## config.mk

```make
export PLATFORM = sky130hd
export DESIGN_NAME = mem_access_unit
export DESIGN_NICKNAME = d
export VERILOG_FILES = /design/src/rtl/mem_pkg.sv /design/src/rtl/load_align.sv /design/src/rtl/mem_access_unit.sv
export SDC_FILE = /design/constraint.sdc
export NUM_CORES = 1
export LEC_CHECK = 0
export ABC_AREA = 1
export BUFFER_PORTS_ARGS = -buffer_cell sky130_fd_sc_hd__buf_2
export CAP_MARGIN = 40
export CORE_MARGIN = 2
export CORE_UTILIZATION = 25
export CTS_CLUSTER_DIAMETER = 150
export CTS_CLUSTER_SIZE = 25
export DETAILED_ROUTE_END_ITERATION = 7
export PLACE_DENSITY = 0.53
export SLEW_MARGIN = 20
export SYNTH_ARGS = -nofsm -noshare
export SYNTH_HDL_FRONTEND = slang
export SYNTH_HIERARCHICAL = 1
export SYNTH_SLANG_ARGS = --single-unit
```

## constraint.sdc

```tcl
create_clock -name clk -period 3.5 [get_ports clk]
set_input_delay 0.35 -clock clk [delete_from_list [all_inputs] [get_ports clk]]
set_output_delay 0.35 -clock clk [all_outputs]
set_load 0.01 [all_outputs]
```

## src/rtl/mem_pkg.sv

```systemverilog
// rtl/mem_pkg.sv - shared encodings and lane helpers for the memory access unit
// Purpose: size encodings, FSM state type, and byte-lane helper functions
//          used by mem_access_unit and load_align.
// Ports:   none (package).
package mem_pkg;

  localparam logic [1:0] SIZE_BYTE = 2'b00;
  localparam logic [1:0] SIZE_HALF = 2'b01;
  localparam logic [1:0] SIZE_WORD = 2'b10;  // 2'b11 is handled as a word too

  typedef enum logic [1:0] {
    ST_IDLE = 2'b00,
    ST_REQ  = 2'b01,
    ST_DONE = 2'b10
  } state_t;

  // Byte enables for a store of the given size starting at byte lane `lane`.
  function automatic logic [3:0] lane_be(input logic [1:0] size, input logic [1:0] lane);
    case (size)
      SIZE_BYTE: return 4'b0001 << lane;
      SIZE_HALF: return 4'b0011 << lane;
      default:   return 4'b1111;
    endcase
  endfunction

  // Halfwords must sit on an even lane, words on lane 0.
  function automatic logic is_misaligned(input logic [1:0] size, input logic [1:0] lane);
    case (size)
      SIZE_BYTE: return 1'b0;
      SIZE_HALF: return lane[0];
      default:   return (lane != 2'b00);
    endcase
  endfunction

  // Replicate the store operand across every lane it could land in, so the
  // byte enables alone select the destination.
  function automatic logic [31:0] store_wdata(input logic [1:0] size, input logic [31:0] data);
    case (size)
      SIZE_BYTE: return {4{data[7:0]}};
      SIZE_HALF: return {2{data[15:0]}};
      default:   return data;
    endcase
  endfunction

endpackage

```

## src/rtl/load_align.sv

```systemverilog
// rtl/load_align.sv - load lane extraction with sign/zero extension
// Purpose: pick the addressed byte/halfword out of a fetched word and extend it.
// Ports:   rdata  - fetched memory word
//          lane   - byte address bits [1:0]
//          size   - access size encoding
//          sign   - 1 sign-extends, 0 zero-extends
//          result - 32-bit aligned load value
module load_align
  import mem_pkg::*;
(
  input  logic [31:0] rdata,
  input  logic [1:0]  lane,
  input  logic [1:0]  size,
  input  logic        sign,
  output logic [31:0] result
);

  logic [31:0] shifted;

  // Shift the addressed lane down to bit 0; the low bits then hold the datum.
  assign shifted = rdata >> {lane, 3'b000};

  always_comb begin
    result = rdata;
    case (size)
      SIZE_BYTE: result = {{24{sign & shifted[7]}}, shifted[7:0]};
      SIZE_HALF: result = {{16{sign & shifted[15]}}, shifted[15:0]};
      default:   result = rdata;
    endcase
  end

endmodule

```

## src/rtl/mem_access_unit.sv

```systemverilog
// rtl/mem_access_unit.sv - memory-stage load/store controller with wait states
// Purpose: turns an ALU byte address plus store operand into a word-addressed
//          memory request, stalls the pipeline until the memory answers,
//          returns aligned load data, flags misalignment and bus timeouts.
// Ports:   clk, reset (async, active-high)
//          mem_read_i/mem_write_i/size_i/sign_ext_i/alu_result_i/write_data_i - request
//          mem_req_o/mem_we_o/mem_addr_o/mem_be_o/mem_wdata_o - memory request side
//          mem_ready_i/mem_rdata_i - memory response side
//          stall_o/valid_o/read_data_o/fault_o/bus_error_o - pipeline status/result
module mem_access_unit
  import mem_pkg::*;
#(
  parameter int TIMEOUT_CYCLES = 255
) (
  input  logic        clk,
  input  logic        reset,
  input  logic        mem_read_i,
  input  logic        mem_write_i,
  input  logic [1:0]  size_i,
  input  logic        sign_ext_i,
  input  logic [31:0] alu_result_i,
  input  logic [31:0] write_data_i,
  output logic        mem_req_o,
  output logic        mem_we_o,
  output logic [31:0] mem_addr_o,
  output logic [3:0]  mem_be_o,
  output logic [31:0] mem_wdata_o,
  input  logic        mem_ready_i,
  input  logic [31:0] mem_rdata_i,
  output logic        stall_o,
  output logic        valid_o,
  output logic [31:0] read_data_o,
  output logic        fault_o,
  output logic        bus_error_o
);

  // Keep at least one counter bit so a disabled timeout still elaborates.
  localparam int CW = (TIMEOUT_CYCLES > 0) ? $clog2(TIMEOUT_CYCLES + 1) : 1;

  state_t        state, state_nxt;
  logic [CW-1:0] cnt, cnt_nxt;
  logic          accept, done_ok, done_to;
  logic          misaligned;
  logic [1:0]    size_q, lane_q;
  logic          sign_q;
  logic [31:0]   align_data;

  assign misaligned = is_misaligned(size_i, alu_result_i[1:0]);

  load_align u_load_align (
    .rdata  (mem_rdata_i),
    .lane   (lane_q),
    .size   (size_q),
    .sign   (sign_q),
    .result (align_data)
  );

  always_ff @(posedge clk or posedge reset) begin
    if (reset) begin
      state <= ST_IDLE;
      cnt   <= '0;
    end else begin
      state <= state_nxt;
      cnt   <= cnt_nxt;
    end
  end

  always_comb begin
    state_nxt = state;
    cnt_nxt   = cnt;
    accept    = 1'b0;
    done_ok   = 1'b0;
    done_to   = 1'b0;
    fault_o   = 1'b0;
    stall_o   = 1'b0;
    mem_req_o = 1'b0;
    valid_o   = 1'b0;
    case (state)
      ST_IDLE: begin
        if (mem_read_i | mem_write_i) begin
          if (misaligned) begin
            fault_o = 1'b1;
          end else begin
            stall_o   = 1'b1;
            accept    = 1'b1;
            cnt_nxt   = '0;
            state_nxt = ST_REQ;
          end
        end
      end
      ST_REQ: begin
        stall_o   = 1'b1;
        mem_req_o = 1'b1;
        if (mem_ready_i) begin
          done_ok   = 1'b1;
          state_nxt = ST_DONE;
        end else if ((TIMEOUT_CYCLES != 0) && (cnt == CW'(TIMEOUT_CYCLES - 1))) begin
          // This wait cycle brings the count to TIMEOUT_CYCLES.
          done_to   = 1'b1;
          state_nxt = ST_DONE;
        end else begin
          cnt_nxt = cnt + CW'(1);
        end
      end
      ST_DONE: begin
        valid_o   = 1'b1;
        state_nxt = ST_IDLE;
      end
      default: state_nxt = ST_IDLE;
    endcase
  end

  // Request is captured once on IDLE->REQ and held stable for the whole access.
  always_ff @(posedge clk or posedge reset) begin
    if (reset) begin
      mem_we_o    <= 1'b0;
      mem_addr_o  <= '0;
      mem_be_o    <= '0;
      mem_wdata_o <= '0;
      size_q      <= SIZE_BYTE;
      lane_q      <= 2'b00;
      sign_q      <= 1'b0;
    end else if (accept) begin
      mem_we_o    <= mem_write_i;
      mem_addr_o  <= {alu_result_i[31:2], 2'b00};
      mem_be_o    <= mem_write_i ? lane_be(size_i, alu_result_i[1:0]) : 4'b1111;
      mem_wdata_o <= store_wdata(size_i, write_data_i);
      size_q      <= size_i;
      lane_q      <= alu_result_i[1:0];
      sign_q      <= sign_ext_i;
    end
  end

  always_ff @(posedge clk or posedge reset) begin
    if (reset) begin
      read_data_o <= '0;
      bus_error_o <= 1'b0;
    end else begin
      // Only set on the REQ->DONE timeout edge, so it pulses during DONE.
      bus_error_o <= done_to;
      if (done_to) begin
        read_data_o <= '0;
      end else if (done_ok && !mem_we_o) begin
        read_data_o <= align_data;
      end
    end
  end

endmodule
```

# Yosys cells after proc, flatten, opt, wreduce, memory -nomap -nowiden
# Cells that the tools add are included.
[word_totals]
reg_bits = 115
[classes]
add_sub_neg = 1
eq_ne = 10
n_shift = 3
mux = 31
bitwise = 3
reduce_logical = 10
[ops]
columns = ["op", "n"]
rows = [
  ["$pmux W32 S2", 2],
  ["$mux W32", 2],
  ["$mux W8", 4],
  ["$shr A32 B5 Y16", 1],
  ["$pmux W8 S2", 1],
  ["$mux W1", 13],
  ["$add A8 B1 Y8 const B", 1],
  ["$eq A8 B8 Y1 const B", 1],
  ["$mux W2", 4],
  ["$ne A2 B2 Y1 const B", 4],
  ["$pmux W4 S2", 1],
  ["$eq A2 B1 Y1 const B", 3],
  ["$logic_not A2 Y1", 3],
  ["$reduce_bool A2 Y1", 3],
  ["$reduce_and A5 Y1", 1],
  ["$mux W4", 1],
  ["$pmux W1 S2", 2],
  ["$pmux W2 S2", 1],
  ["$shl A1 B2 Y4 const A", 1],
  ["$shl A2 B2 Y4 const A", 1],
  ["$ne A3 B3 Y1 const B", 1],
  ["$reduce_and A3 Y1", 1],
  ["$and A1 B1 Y1", 2],
  ["$eq A2 B2 Y1 const B", 1],
  ["3 further kinds", 3],
]

# Logic depth before layout (Yosys ltp)
# Gate-level depths: netlist (run 1).
[depth]
word_depth = 5
mapped_depth = 10
depth_no_buf = 9

# By module
# The synthesis (run 1) kept the hierarchy.
[by_module_without_submodules]
columns = ["mod", "instances", "cells_each", "area_per_inst_um2"]
rows = [
  ["mem_access_unit", 1, 618, 5177.5],
  ["load_align", 1, 173, 842.1],
]

# Least setup slack after synthesis (run 1)
# Ideal clock, no wire load.
[synth_path]
path_type = "input to output"
start = "input size_i[1]"
end = "output stall_o"
arrival_ns = 1.143
required_time_ns = 3.150
setup_slack_ns = 2.007
cell_stages = 7
n_path_buf = 3
path_cell_list = "buf_2 > nor2_2 > nand2_1 > nand3_2 > buf_6 > buf_4 > nand2_1"
[synth_between]
elab_chain_cells = 5
elab_cells_between_ends = 6
cone_classes = "eq/ne (1); mux (4); reduce/logical (1)"
[synth_lines]
columns = ["element", "line", "text"]
rows = [
  ["from (decl)", "mem_access_unit.sv:19", "input logic [1:0] size_i,"],
  ["$eq A2 B1 Y1 / $logic_not A2 Y1 (equally long branches)", "mem_pkg.sv:28", "case (size)"],
  ["$pmux W1 S2 *", "mem_pkg.sv:28", ""],
  ["$mux W1 *", "mem_access_unit.sv:81", "if (misaligned) begin"],
  ["$mux W1 *", "mem_access_unit.sv:80", "if (mem_read_i | mem_write_i) begin"],
  ["$pmux W1 S2 *", "mem_access_unit.sv:78", "case (state)"],
  ["to (decl)", "mem_access_unit.sv:30", "output logic stall_o,"],
]
# Every way passes the cells marked *; elsewhere a longest branch is shown, timed or not.

# Final worst setup path (run 1)
# Ends and elaborated chain as after synthesis.

==> results of run 1 <==
==> cells in the mapped netlist, types with 2 or more instances <==
cell / number / area (um2)
sky130_fd_sc_hd__a21oi_1: 41 / 205
sky130_fd_sc_hd__buf_2: 17 / 85.1
sky130_fd_sc_hd__buf_4: 12 / 90.1
sky130_fd_sc_hd__buf_6: 7 / 78.8
sky130_fd_sc_hd__clkbuf_1: 14 / 52.6
sky130_fd_sc_hd__dfrtp_1: 115 / 2880
sky130_fd_sc_hd__ha_1: 2 / 25.0
sky130_fd_sc_hd__inv_1: 28 / 105
sky130_fd_sc_hd__inv_2: 3 / 11.3
sky130_fd_sc_hd__nand2_1: 345 / 1290
sky130_fd_sc_hd__nand2_2: 4 / 25.0
sky130_fd_sc_hd__nand3_1: 52 / 260
sky130_fd_sc_hd__nand3_2: 2 / 20.0
sky130_fd_sc_hd__nand3_4: 2 / 35.0
sky130_fd_sc_hd__nor2_1: 30 / 113
sky130_fd_sc_hd__nor3_4: 2 / 32.5
sky130_fd_sc_hd__o21ai_0: 64 / 320
sky130_fd_sc_hd__o21ai_1: 3 / 15.0
sky130_fd_sc_hd__o21ai_2: 2 / 17.5
sky130_fd_sc_hd__o31ai_1: 32 / 240
==> flip-flops by register name, summed over array words and instances (netlist names) <==
register     count
mem_wdata_o     32
read_data_o     32
mem_addr_o      30
cnt              8
mem_be_o         4
lane_q           2
size_q           2
state            2
bus_error_o      1
mem_we_o         1
sign_q           1
==> logic make-up (layout without fill, tap and decap cells) <==
| family | after synthesis | count (layout) | synth area share |
|---|---|---|---|
| simple gates | 443 | 443 | 0.307 |
| compound gates | 144 | 144 | 0.135 |
| flops | 115 | 115 | 0.478 |
| buf+inv | 86 | 287 | 0.0748 |
| fa+ha+maj | 2 | 2 | 0.00416 |
| other cells | 1 | 3 | 0.000623 |
==> power groups by stage <==
| stage | combinational [mW] | clock, mW | sequential (mW) |
|---|---|---|---|
| after floorplan | 1.39 | 0 | 2.42 |
| after global placement | 2.42 | 0 | 2.33 |
| after detailed placement | 2.50 | 0 | 2.30 |
| after CTS | 2.50 | 1.95 | 2.29 |
| after global routing | 2.77 | 2.04 | 2.37 |
| final | 2.46 | 1.91 | 2.28 |
==> final cells by class <==
| type | instances | area, um2 |
|---|---|---|
| well taps | 319 | 399 |
| fillers | 2620 | 15600 |
| clock buffers | 17 | 425 |
| diodes | 1 | 2.50 |
| clock inverters | 15 | 206 |
| repair buffers | 221 | 1200 |
| multi-input cells | 591 | 2700 |
| inverters | 34 | 138 |
| flip-flops and latches | 115 | 2880 |
==> how the worst max path moves through the flow <==
stage | from | end | slack (ps) | cells past startpoint
2_1_floorplan | reset | bus_error_o | 110 | 1
3_3_place_gp | size_i[1] | stall_o | 1090 | 7
3_5_place_dp | size_i[1] | stall_o | 1040 | 7
4_1_cts | size_i[1] | stall_o | 1050 | 7
5_1_grt | size_i[1] | stall_o | 870 | 7
6_report | size_i[1] | stall_o | 1060 | 7
==> per-layer routing <==
layer / GRT usage / wire length, um / vias to the layer above
met4: 0.0471 / 316 / 0
met1: 0.214 / 8990 / 2739
met5: 0 / 0 / -
met2: 0.246 / 9010 / 203
li1: - / - / 2946
met3: 0.0482 / 1500 / 25
==> worst max-delay path, stage by stage <==
cell	delay, ps
sky130_fd_sc_hd__buf_2	300
sky130_fd_sc_hd__nor2_2	510
sky130_fd_sc_hd__nand2_1	200
sky130_fd_sc_hd__nand3_4	130
sky130_fd_sc_hd__buf_4	360
sky130_fd_sc_hd__nand2_1	80
sky130_fd_sc_hd__buf_2	150
==> through the flow <==
stage | util | cells
after floorplan | - | 792
after global placement | 0.308 | 1276
after detailed placement | 0.310 | 1279
after CTS | 0.337 | 1312
after global routing | 0.338 | 1313
final | 0.338 | 1313
==> results list, run 1 <==
- Final std cell area, no fill: 7950 um2
- Syn avg cell area: 7.61 um2
* Main synth FF type: sky130_fd_sc_hd__dfrtp_1
* Kind of start point of the critical path: input port
- Share of flip-flops with an asynchronous set or reset: 1.00
- The worst register-to-register path has a setup slack of 1620 ps.
- Clk root buf: sky130_fd_sc_hd__clkbuf_16
* Clock skew after layout: 14.5 ps
- Number of buffers on the longest clock path: 2
* Setup Buffers After CTS: 0
- Reg power frac: 0.343
- TritonCTS Sinks: 115
* Number of cells produced by synthesis: 791
- Total congestion overflow: 0
* Share of the cycle needed by the critical path after routing: 0.697
- Tightest slew margin relative to the limit: 0.525
* Biggest fanout along the worst timing path: 36
- Across the run, the number of max-cap violations was 0.
* Clock group share of total power: 0.287
* Antenna Violating Nets Remaining: 0
* Worst hold start: alu_result_i[15]
- The internal power of the cells totals 3.96 mW.
* Number of antenna violations at the first check in global routing: 1
- Start-to-end type of the worst setup path: in -> out
- The later pin in the worst-skew pair is clocked with a latency of 420 ps.
- For the worst setup path, the data arrival time is 2090 ps.
* Port Buffer Count: 207
* Req. time, crit path: 3150 ps
- Setup_tns: 0 ps
* Highest attainable clock frequency: 410 MHz
- The floorplan step defined a die boundary enclosing 25300 um2.
- The region available for standard cell placement spans 23500 um2.
- From synthesis to final layout, the design area changed by 32.0%.
- Largest net degree at the start of global routing: 67
- Switching power of the nets: 2.69 mW
- Final min period: 2440 ps
* Total power consumption of the routed design: 6.65 mW
* Boundary Pins: 210
* Total of warnings raised by yosys: 6
- Net switching share of the total power: 0.404
- Nets: 1086
- Capture point of the worst reg-to-reg path: read_data_o[29]
- Power density normalized to cell area: 837 nW/um2
* Row cnt: 56
* Fraction of final layout cells sized beyond drive strength 1: 0.276
* Hold Path Sink: mem_addr_o[15]
- Number of DRC markers in iteration 0: 404
- Across all hold checks on the routed design, the worst slack comes to 119 ps.
- The run finished with clean final reports.
- Final weighted congestion in routability-driven placement: 0.801
- Ratio of routed vias to standard cells: 4.50
* Portion of the post-synthesis area used by sequential elements: 0.478
- Total of hold buffers inserted after clock tree synthesis: 1
- Counting flops and latches in the post-synthesis netlist gives 115.
- The first detailed-routing pass ran for 4 iterations.
- Placed wire-length estimate after detailed placement: 14.2 mm
* Commonest cells after routing, fill and taps aside: 345 x sky130_fd_sc_hd__nand2_1, 207 x sky130_fd_sc_hd__buf_2, 115 x sky130_fd_sc_hd__dfrtp_1
- Total CTS buffers: 17
- The clock tree synthesis step divided the H-tree into 4 levels.
- Endpoints failing setup: 0
- Vias in the first global route: 5640
* Wire length of the first global-routing pass: 32.0 mm
* WL per Instance: 15.1 um
- Final critical-path setup slack: 1060 ps
* FF-to-FF path depth: 8
- In this run the worst hold path is classified as in -> reg.
* Post-detailed-placement cell area: 7300 um2
- The share of total power dissipated in combinational logic is 0.370.
- The routed design has 19.8 mm of wire.
* Synthesized area: 6020 um2
* TritonCTS clock tree: built
- Number of resized instances in the post-cts repair step: 0
- Depth of the worst hold-timing path: 3
- Floorplan die width: 159 um
- Global router's overall resource usage: 0.159
* Max Transition Viols Final: 0
- The final hold violation count was 0.
- Timing analysis after detailed placement gives a worst setup slack of 1040 ps.
- Reg-to-reg critical path startpoint: lane_q[0]
- Detailed-route DRC error count: 0
- Transition time at the pin with the least slew margin: 712 ps
- Clock transition time at the flip-flop clock pins of the worst setup and hold paths: 70 ps
* EDFF count, synth: 0
* Static leakage: 4.20 nW
- Max IR drop VDD: 0.333 mV
- Summing over every cut layer, the via total after detailed routing is 5913.
- Yosys mapped the design onto 34 distinct sky130hd cell types.
* Sort of element at the end of the critical path: primary output
* Most common cell after layout, fill and taps aside: sky130_fd_sc_hd__nand2_1
- Initial core utilization: 0.256
- DIE HEIGHT: 159 um
* Setup repair after global routing missed its margin: false
Note: power is estimated with default switching activity, not from simulation.
==> run 2, diff against run 1 <==
--- a/config.mk
+++ b/config.mk
@@ -5,7 +5,7 @@
 export SDC_FILE = /design/constraint.sdc
 export NUM_CORES = 1
 export LEC_CHECK = 0
-export ABC_AREA = 1
+export ABC_AREA = 0
 export BUFFER_PORTS_ARGS = -buffer_cell sky130_fd_sc_hd__buf_2
 export CAP_MARGIN = 40
 export CORE_MARGIN = 2
@@ -13,7 +13,7 @@
 export CTS_CLUSTER_DIAMETER = 150
 export CTS_CLUSTER_SIZE = 25
 export DETAILED_ROUTE_END_ITERATION = 7
-export PLACE_DENSITY = 0.53
+export PLACE_DENSITY = 0.54
 export SLEW_MARGIN = 20
 export SYNTH_ARGS = -nofsm -noshare
 export SYNTH_HDL_FRONTEND = slang
==> constraint.sdc (replaced) <==
create_clock -name clk -period 2.11 [get_ports clk]
set_input_delay 0.211 -clock clk [delete_from_list [all_inputs] [get_ports clk]]
set_output_delay 0.211 -clock clk [all_outputs]
set_load 0.01 [all_outputs]
==> results list, run 2 <==
* Result of the run: finished, final reports clean
- The initial antenna violation count was 0 (-1).
- The average via count per standard cell is 4.55 (+1.1%).
- Registers with the most flip-flops: mem_wdata_o: 32 flops, read_data_o: 32 flops, mem_addr_o: 30 flops
* Detailed-route DRC error count: 0 (unchanged)
* Setup repair after global routing missed its margin: false
* Biggest fanout along the worst timing path: 63 (+75%)
- The worst setup path is launched from a flip-flop.
* Total CTS buffers: 17 (unchanged)
* Setup Buffers After CTS: 0 (unchanged)
- Final weighted congestion in routability-driven placement: 0.814 (+1.6%)
- The final setup TNS was 0 ps (unchanged).
* Global router's overall resource usage: 0.155 (-0.00408)
- The worst ir drop on vdd was 0.593 mV (+78%).
* Insertion delay of the later-clocked pin in the worst-skew pair: 410 ps (about the same)
- DIE HEIGHT: 155 um (-2.7%)
- The library cell used most frequently in the layout, excluding fill and tap cells, is sky130_fd_sc_hd__nand2_1.
- Number of resized instances in the post-cts repair step: 0 (unchanged)
* Number of max-cap violations: 0 (unchanged)
* Syn avg cell area: 8.75 um2 (+15%)
- The total I/O pin count is 210 (unchanged).
* Hold WC Path Type: in -> reg
* Req. time, crit path: 1900 ps (-1250 ps)
- The number of sinks handled by clock tree synthesis was 115 (unchanged).
- Clock transition time at the flip-flop clock pins of the worst setup and hold paths: 60 ps (about the same)
* Share of the core filled with cells in the final layout: 0.355 (+0.0175)
* Main synth FF type: sky130_fd_sc_hd__dfrtp_1
- The buffer depth of the longest clock path was 2 (unchanged).
- Row cnt: 55 (-1.8%)
* Placed wire-length estimate after detailed placement: 12.9 mm (-9.2%)
- The final standard cell area without fillers came to 7990 um2 (+0.55%).
- Start-to-end type of the worst setup path: reg -> out
* Post-synthesis cell type count: 54 (+59%)
* Most common cell in the synthesized netlist: sky130_fd_sc_hd__nand2_1
- The maximum clock skew at final layout was 9.33 ps (-5.19 ps).
- The arrival time at the worst endpoint is 1680 ps (-410 ps).
- The flop and latch count out of synthesis was 115 (unchanged).
- WL per Instance: 15.5 um (+2.7%)
* Number of cells produced by synthesis: 650 (-18%)
- Post-detailed-placement cell area: 7100 um2 (-2.8%)
* Fillcell total: 2363 (-9.8%)
- The max-slew violation count is 0 (unchanged).
* Nets: 991 (-8.7%)
* Number of DRC markers in iteration 0: 212 (-48%)
* Total congestion overflow: 0 (unchanged)
- Layout-stage area growth over the synthesis result: 40.6%
- Clk root buf: sky130_fd_sc_hd__clkbuf_16
- The via count of the first global-routing pass was 5432 (-3.7%).
- The mapped cell area came to 5690 um2 (-5.5%).
- The sequential fraction of the synthesis area is 0.506 (+0.0281).
* Antenna Violating Nets Remaining: 0 (unchanged)
* Final min period: 1890 ps
- The die width is 155 um (-2.7%).
- The die outline area is 24000 um2 (-5.4%).
- The slew at the pin closest to its max-slew limit came to 527 ps (-185 ps).
- Static leakage: 4.12 nW (-1.9%)
* Largest net degree at the start of global routing: 64 (-4.5%)
- The fraction of synthesized cell area taken by the top area cell type came to 0.506 (+0.0281).
- Final number of hold-violating endpoints: 0 (unchanged)
- The total number of vias was 5393 (-8.8%).
* Share of the cycle needed by the critical path after routing: 0.897
- The area of the core was 22500 um2 (-4.4%).
- Wire length of the first global-routing pass: 29.2 mm (-8.5%)
- Largest cells by area after synthesis: sky130_fd_sc_hd__dfrtp_1 51%, sky130_fd_sc_hd__nand2_1 17%, sky130_fd_sc_hd__mux2i_1 5.8%
- Cell type with the largest total area after synthesis: sky130_fd_sc_hd__dfrtp_1
- TritonCTS built the clock tree.
- The detailed-route wire length is 18.4 mm (-7.3%).
- The headroom to the max-slew limit is 0.648 (+0.123).
- The count of port buffers added during placement came to 207 (unchanged).
- The number of warning messages in the yosys log was 6 (unchanged).
- In the layout the commonest cells are 251 x sky130_fd_sc_hd__nand2_1, 207 x sky130_fd_sc_hd__buf_2, 115 x sky130_fd_sc_hd__dfrtp_1.
- The count of final setup violators is 0 (unchanged).
- The power per standard cell area was 1390 nW/um2 (+66%).
- Highest attainable clock frequency: 528 MHz
- After synthesis, the most frequently instantiated cells are 251 x sky130_fd_sc_hd__nand2_1, 115 x sky130_fd_sc_hd__dfrtp_1, 44 x sky130_fd_sc_hd__a21oi_1, 37 x sky130_fd_sc_hd__o21ai_0, 33 x sky130_fd_sc_hd__mux2i_1.
- Number of H-tree branching levels: 4 (unchanged)
* Sort of element at the end of the critical path: primary output
- Total of hold buffers inserted after clock tree synthesis: 32 (+31)
- Initial core utilization: 0.253 (-0.00303)
* Number of optimization iterations in the first detailed-route pass: 4 (unchanged)
- EDFF count, synth: 0 (unchanged)
* Fraction of final layout cells sized beyond drive strength 1: 0.303 (+0.0270)
- The async set-or-reset flop fraction in the synthesized netlist came to 1.00 (unchanged).
run 2: worst paths after layout:
| check | to | cells after the start | startpoint | slack, ps |
|---|---|---|---|---|
| max | stall_o | 6 | state[0] | 220 |
| min | mem_wdata_o[2] | 3 | write_data_i[2] | 50 |
| max reg2reg | read_data_o[20] | 7 | lane_q[1] | 220 |
| min reg2reg | mem_addr_o[11] | 2 | mem_addr_o[11] | 470 |
| max in group asynchronous | cnt[3] | 4 | reset | 1150 |
| min in group asynchronous | read_data_o[7] | 3 | reset | 270 |
run 2: final cells by class:
type,instances,area [um2],share of cell area
clock inverter,12,134,0.0168
sequential,115,2880,0.360
clock buffer,20,437,0.0546
inverter,8,33.8,0.00423
tap,285,357,0.0446
timing repair buffer,260,1580,0.197
multi-input combinational,483,2570,0.322
antenna,2,5.00,0.000626
run 2: logic make-up (layout without fill, tap and decap cells):
| logic type | after synthesis | after routing | synth area share |
|---|---|---|---|
| flip-flops | 115 | 115 | 0.506 |
| multiplexers | 35 | 35 | 0.0640 |
| buffers and inverters | 53 | 300 | 0.0453 |
| AND/OR/NAND/NOR | 304 | 304 | 0.220 |
| AO/OA/AOI/OAI | 139 | 139 | 0.158 |
| adder cells (fa/ha/maj) | 2 | 2 | 0.00440 |
| XOR/XNOR | 1 | 1 | 0.00154 |
| other | 1 | 4 | 0.000660 |
run 2: worst max-delay path, stage by stage, from the launching register on:
cell,delay (ps)
sky130_fd_sc_hd__dfrtp_1,400
sky130_fd_sc_hd__nor2_1,150
sky130_fd_sc_hd__buf_4,170
sky130_fd_sc_hd__o221ai_4,110
sky130_fd_sc_hd__buf_12,210
sky130_fd_sc_hd__nand2_1,80
sky130_fd_sc_hd__buf_2,130
run 2: metal layers:
layer / global-route usage / routed length (um) / vias up
li1: - / - / 2660
met1: 0.200 / 8370 / 2504
met2: 0.245 / 8230 / 208
met3: 0.0504 / 1460 / 21
met4: 0.0507 / 325 / 0
met5: 0 / 0 / -
run 2: through the flow:
| stage | instances | hold slack [ps] | worst slack [ps] | power (mW) |
|---|---|---|---|---|
| finish | 1185 | 46.4 | 217 | 11.1 |
| floorplan | 651 | 316 | 233 | 6.48 |
| detailed placement | 1119 | 159 | 226 | 8.35 |
| global placement | 1119 | 158 | 242 | 8.29 |
| CTS | 1183 | 25.3 | 194 | 11.3 |
| global route | 1183 | 60.5 | 59.4 | 12.0 |
run 2: power by group:
part           switching, mW  internal, mW  leakage, nW
combinational           2.70          1.89         2.41
clock                   1.07          1.74        0.263
sequential             0.553          3.16         1.45
total                   4.32          6.79         4.12
==> run 3, diff against run 2 <==
--- a/config.mk
+++ b/config.mk
@@ -8,12 +8,14 @@
 export ABC_AREA = 0
 export BUFFER_PORTS_ARGS = -buffer_cell sky130_fd_sc_hd__buf_2
 export CAP_MARGIN = 40
+export CELL_PAD_IN_SITES_DETAIL_PLACEMENT = 1
+export CELL_PAD_IN_SITES_GLOBAL_PLACEMENT = 1
 export CORE_MARGIN = 2
 export CORE_UTILIZATION = 25
 export CTS_CLUSTER_DIAMETER = 150
 export CTS_CLUSTER_SIZE = 25
 export DETAILED_ROUTE_END_ITERATION = 7
-export PLACE_DENSITY = 0.54
+export PLACE_DENSITY = 0.67
 export SLEW_MARGIN = 20
 export SYNTH_ARGS = -nofsm -noshare
 export SYNTH_HDL_FRONTEND = slang
==> results list, run 3 (synthesis gave the netlist of run 2 again) <==
- The aggregate global routing overflow is 0 (unchanged).
- Switching power of the nets: 4.44 mW (+2.7%)
- The detailed-route wire length was 19.8 mm (+7.7%).
- Ratio of routed vias to standard cells: 4.67 (+2.7%)
* Cell-internal power: 6.82 mW (+0.45%)
* Wire length of the first global-routing pass: 31.5 mm (+7.8%)
* Layout-stage area growth over the synthesis result: 40.5% (about the same)
* Nets: 987 (-0.40%)
* Vias in the first global route: 5861 (+7.9%)
* Share of the cycle needed by the critical path after routing: 0.928 (+0.0306)
- Combinational power share: 0.411 (-0.002)
* Biggest fanout along the worst timing path: 17 (-73%)
* Max IR drop VDD: 0.538 mV (-9.4%)
- The sequential cell fraction of total power was 0.331 (-0.003).
- The initial DRC count was 199 (-6.1%).
- The pin count of the biggest net entering global routing was 79 (+23%).
- The worst hold slack after final layout is 18.2 ps (-28.2 ps).
- The area of placed instances came to 7100 um2 (about the same).
* Clock group share of total power: 0.258 (+0.005)
* Final weighted congestion in routability-driven placement: 0.790 (-2.9%)
- The maximum frequency from static timing analysis was 511 MHz (-3.3%).
- The tree is rooted in a sky130_fd_sc_hd__clkbuf_16.
- Final number of hold-violating endpoints: 0 (unchanged)
- TritonCTS built the clock tree.
- The global routing usage summed across all routing layers was 0.167 (+0.0128).
- The slew at the pin closest to its max-slew limit was 536 ps (+9.30 ps).
- The count of maximum capacitance violations came to 0 (unchanged).
* Start-to-end type of the worst setup path: reg -> reg
* Final std cell area, no fill: 7990 um2 (about the same)
- Registers with the most flip-flops: mem_wdata_o: 32 flops, read_data_o: 32 flops, mem_addr_o: 30 flops
- The required time of the critical path came to 2400 ps (+500 ps).
- Total CTS buffers: 17 (unchanged)
- The max-slew violation count was 0 (unchanged).
- Number of optimization iterations in the first detailed-route pass: 4 (unchanged)
* Placeable core region: 22500 um2 (unchanged)
- Tightest slew margin relative to the limit: 0.642 (-0.00609)
- The post-route minimum period came to 1960 ps (+64.6 ps).
* Boundary Pins: 210 (unchanged)
- The number of standard-cell rows in the floorplan came to 55 (unchanged).
* Area of the die: 24000 um2 (unchanged)
* Commonest cells after routing, fill and taps aside: 251 x sky130_fd_sc_hd__nand2_1, 207 x sky130_fd_sc_hd__buf_2, 115 x sky130_fd_sc_hd__dfrtp_1
- Static leakage: 4.13 nW (+0.23%)
- The min-delay analysis places its worst path in the category in -> reg.
- The flow ran to the end, and the final reports show no timing, DRC or antenna violations.
- The final setup TNS was 0 ps (unchanged).
- Vias after detailed routing: 5513 (+2.2%)
- The die height is 155 um (unchanged).
- The detailed placer's ending HPWL is 14.2 mm (+10%).
- Clock skew after layout: 10.7 ps (+1.35 ps)
- The number of antenna-violating nets in the routed design came to 0 (unchanged).
- The count of port buffers added during placement came to 207 (unchanged).
- Sort of element at the end of the critical path: flip-flop
- The arrival time at the worst endpoint was 2250 ps (+570 ps).
* Net switching share of the total power: 0.394 (+0.00523)
- The number of DRC violations after detailed routing came to 0 (unchanged).
- The H-tree depth was 4 (unchanged).
- The power per standard cell area is 1410 nW/um2 (+1.4%).
- Insertion delay of the later-clocked pin in the worst-skew pair: 410 ps (about the same)
* Clock transition time at the flip-flop clock pins of the worst setup and hold paths: 50 ps (about the same)
* Initial core utilization: 0.253 (unchanged)
- The library cell used most frequently in the layout, excluding fill and tap cells, is sky130_fd_sc_hd__nand2_1.
* Endpoints failing setup: 0 (unchanged)
- Setup repair after global routing missed its margin: false
* Setup Buffers After CTS: 0 (unchanged)
- The detailed-route wire length per cell was 16.8 um (+8.2%).
* Kind of start point of the critical path: flip-flop
- The initial antenna violation count came to 1 (+1).
* Fraction of final layout cells sized beyond drive strength 1: 0.306 (+0.00359)
- TritonCTS Sinks: 115 (unchanged)
* Number of buffers on the longest clock path: 2 (unchanged)
* Floorplan die width: 155 um (unchanged)
## run 3: area by class of cell
| cell class | instances | area, um2 |
|---|---|---|
| fillers | 2693 | 14500 |
| flip-flops and latches | 115 | 2880 |
| multi-input cells | 483 | 2570 |
| repair buffers | 256 | 1550 |
| clock buffers | 18 | 439 |
| well taps | 285 | 357 |
| clock inverters | 14 | 154 |
| inverters | 8 | 33.8 |
| diodes | 1 | 2.50 |
## run 3: layer usage
layer  global-route usage  part of all wire  vias to the layer above  routed length (um)
li1                     -                 -                     2643                   -
met1                0.206              0.43                     2644                8590
met2                0.276              0.47                      200                9310
met3               0.0614             0.077                       24                1530
met4               0.0472             0.017                        2                 346
met5                    0           0.00081                        -                  16
## run 3: path summary, 6_finish.rpt
path / startpoint / end / slack [ps] / depth (start not counted)
max: lane_q[1] / read_data_o[19] / 150 / 7
min reg2reg: mem_addr_o[20] / mem_addr_o[20] / 470 / 2
min: alu_result_i[14] / mem_addr_o[14] / 20 / 3
max in group asynchronous: reset / mem_addr_o[31] / 1300 / 4
max reg2reg: lane_q[1] / read_data_o[19] / 150 / 7
min in group asynchronous: reset / mem_addr_o[2] / 460 / 4
## run 3: power groups by stage
stage          Sequential, mW  Clock, mW  Combinational, mW
3_3_place_gp             3.74          0               4.57
5_1_grt                  3.88       3.11               5.18
2_1_floorplan            4.10          0               2.37
6_report                 3.73       2.90               4.63
3_5_place_dp             3.76          0               4.67
4_1_cts                  3.75       3.00               4.71
## run 3: through the flow
step | power, mW | cells | setup WS (ps) | util
final | 11.3 | 1180 | 153 | 0.355
after global routing | 12.2 | 1179 | 4.40 | 0.355
after CTS | 11.5 | 1179 | 155 | 0.355
after detailed placement | 8.43 | 1118 | 175 | 0.316
after global placement | 8.31 | 1118 | 210 | 0.316
after floorplan | 6.48 | 651 | 233 | -
## run 3: worst max-delay path: stages (launching register included)
cell and delay, ps:
sky130_fd_sc_hd__dfrtp_1 400, sky130_fd_sc_hd__buf_4 260, sky130_fd_sc_hd__mux2_2 400, sky130_fd_sc_hd__a221oi_4 370
sky130_fd_sc_hd__buf_12 190, sky130_fd_sc_hd__o21ai_0 80, sky130_fd_sc_hd__nand2_1 90, sky130_fd_sc_hd__a21oi_1 60
## run 3: timing repair
action	4_1_cts	5_1_grt
hold buffers	29	0
gates resized for setup	0	0
endpoints found under the hold margin	143	0
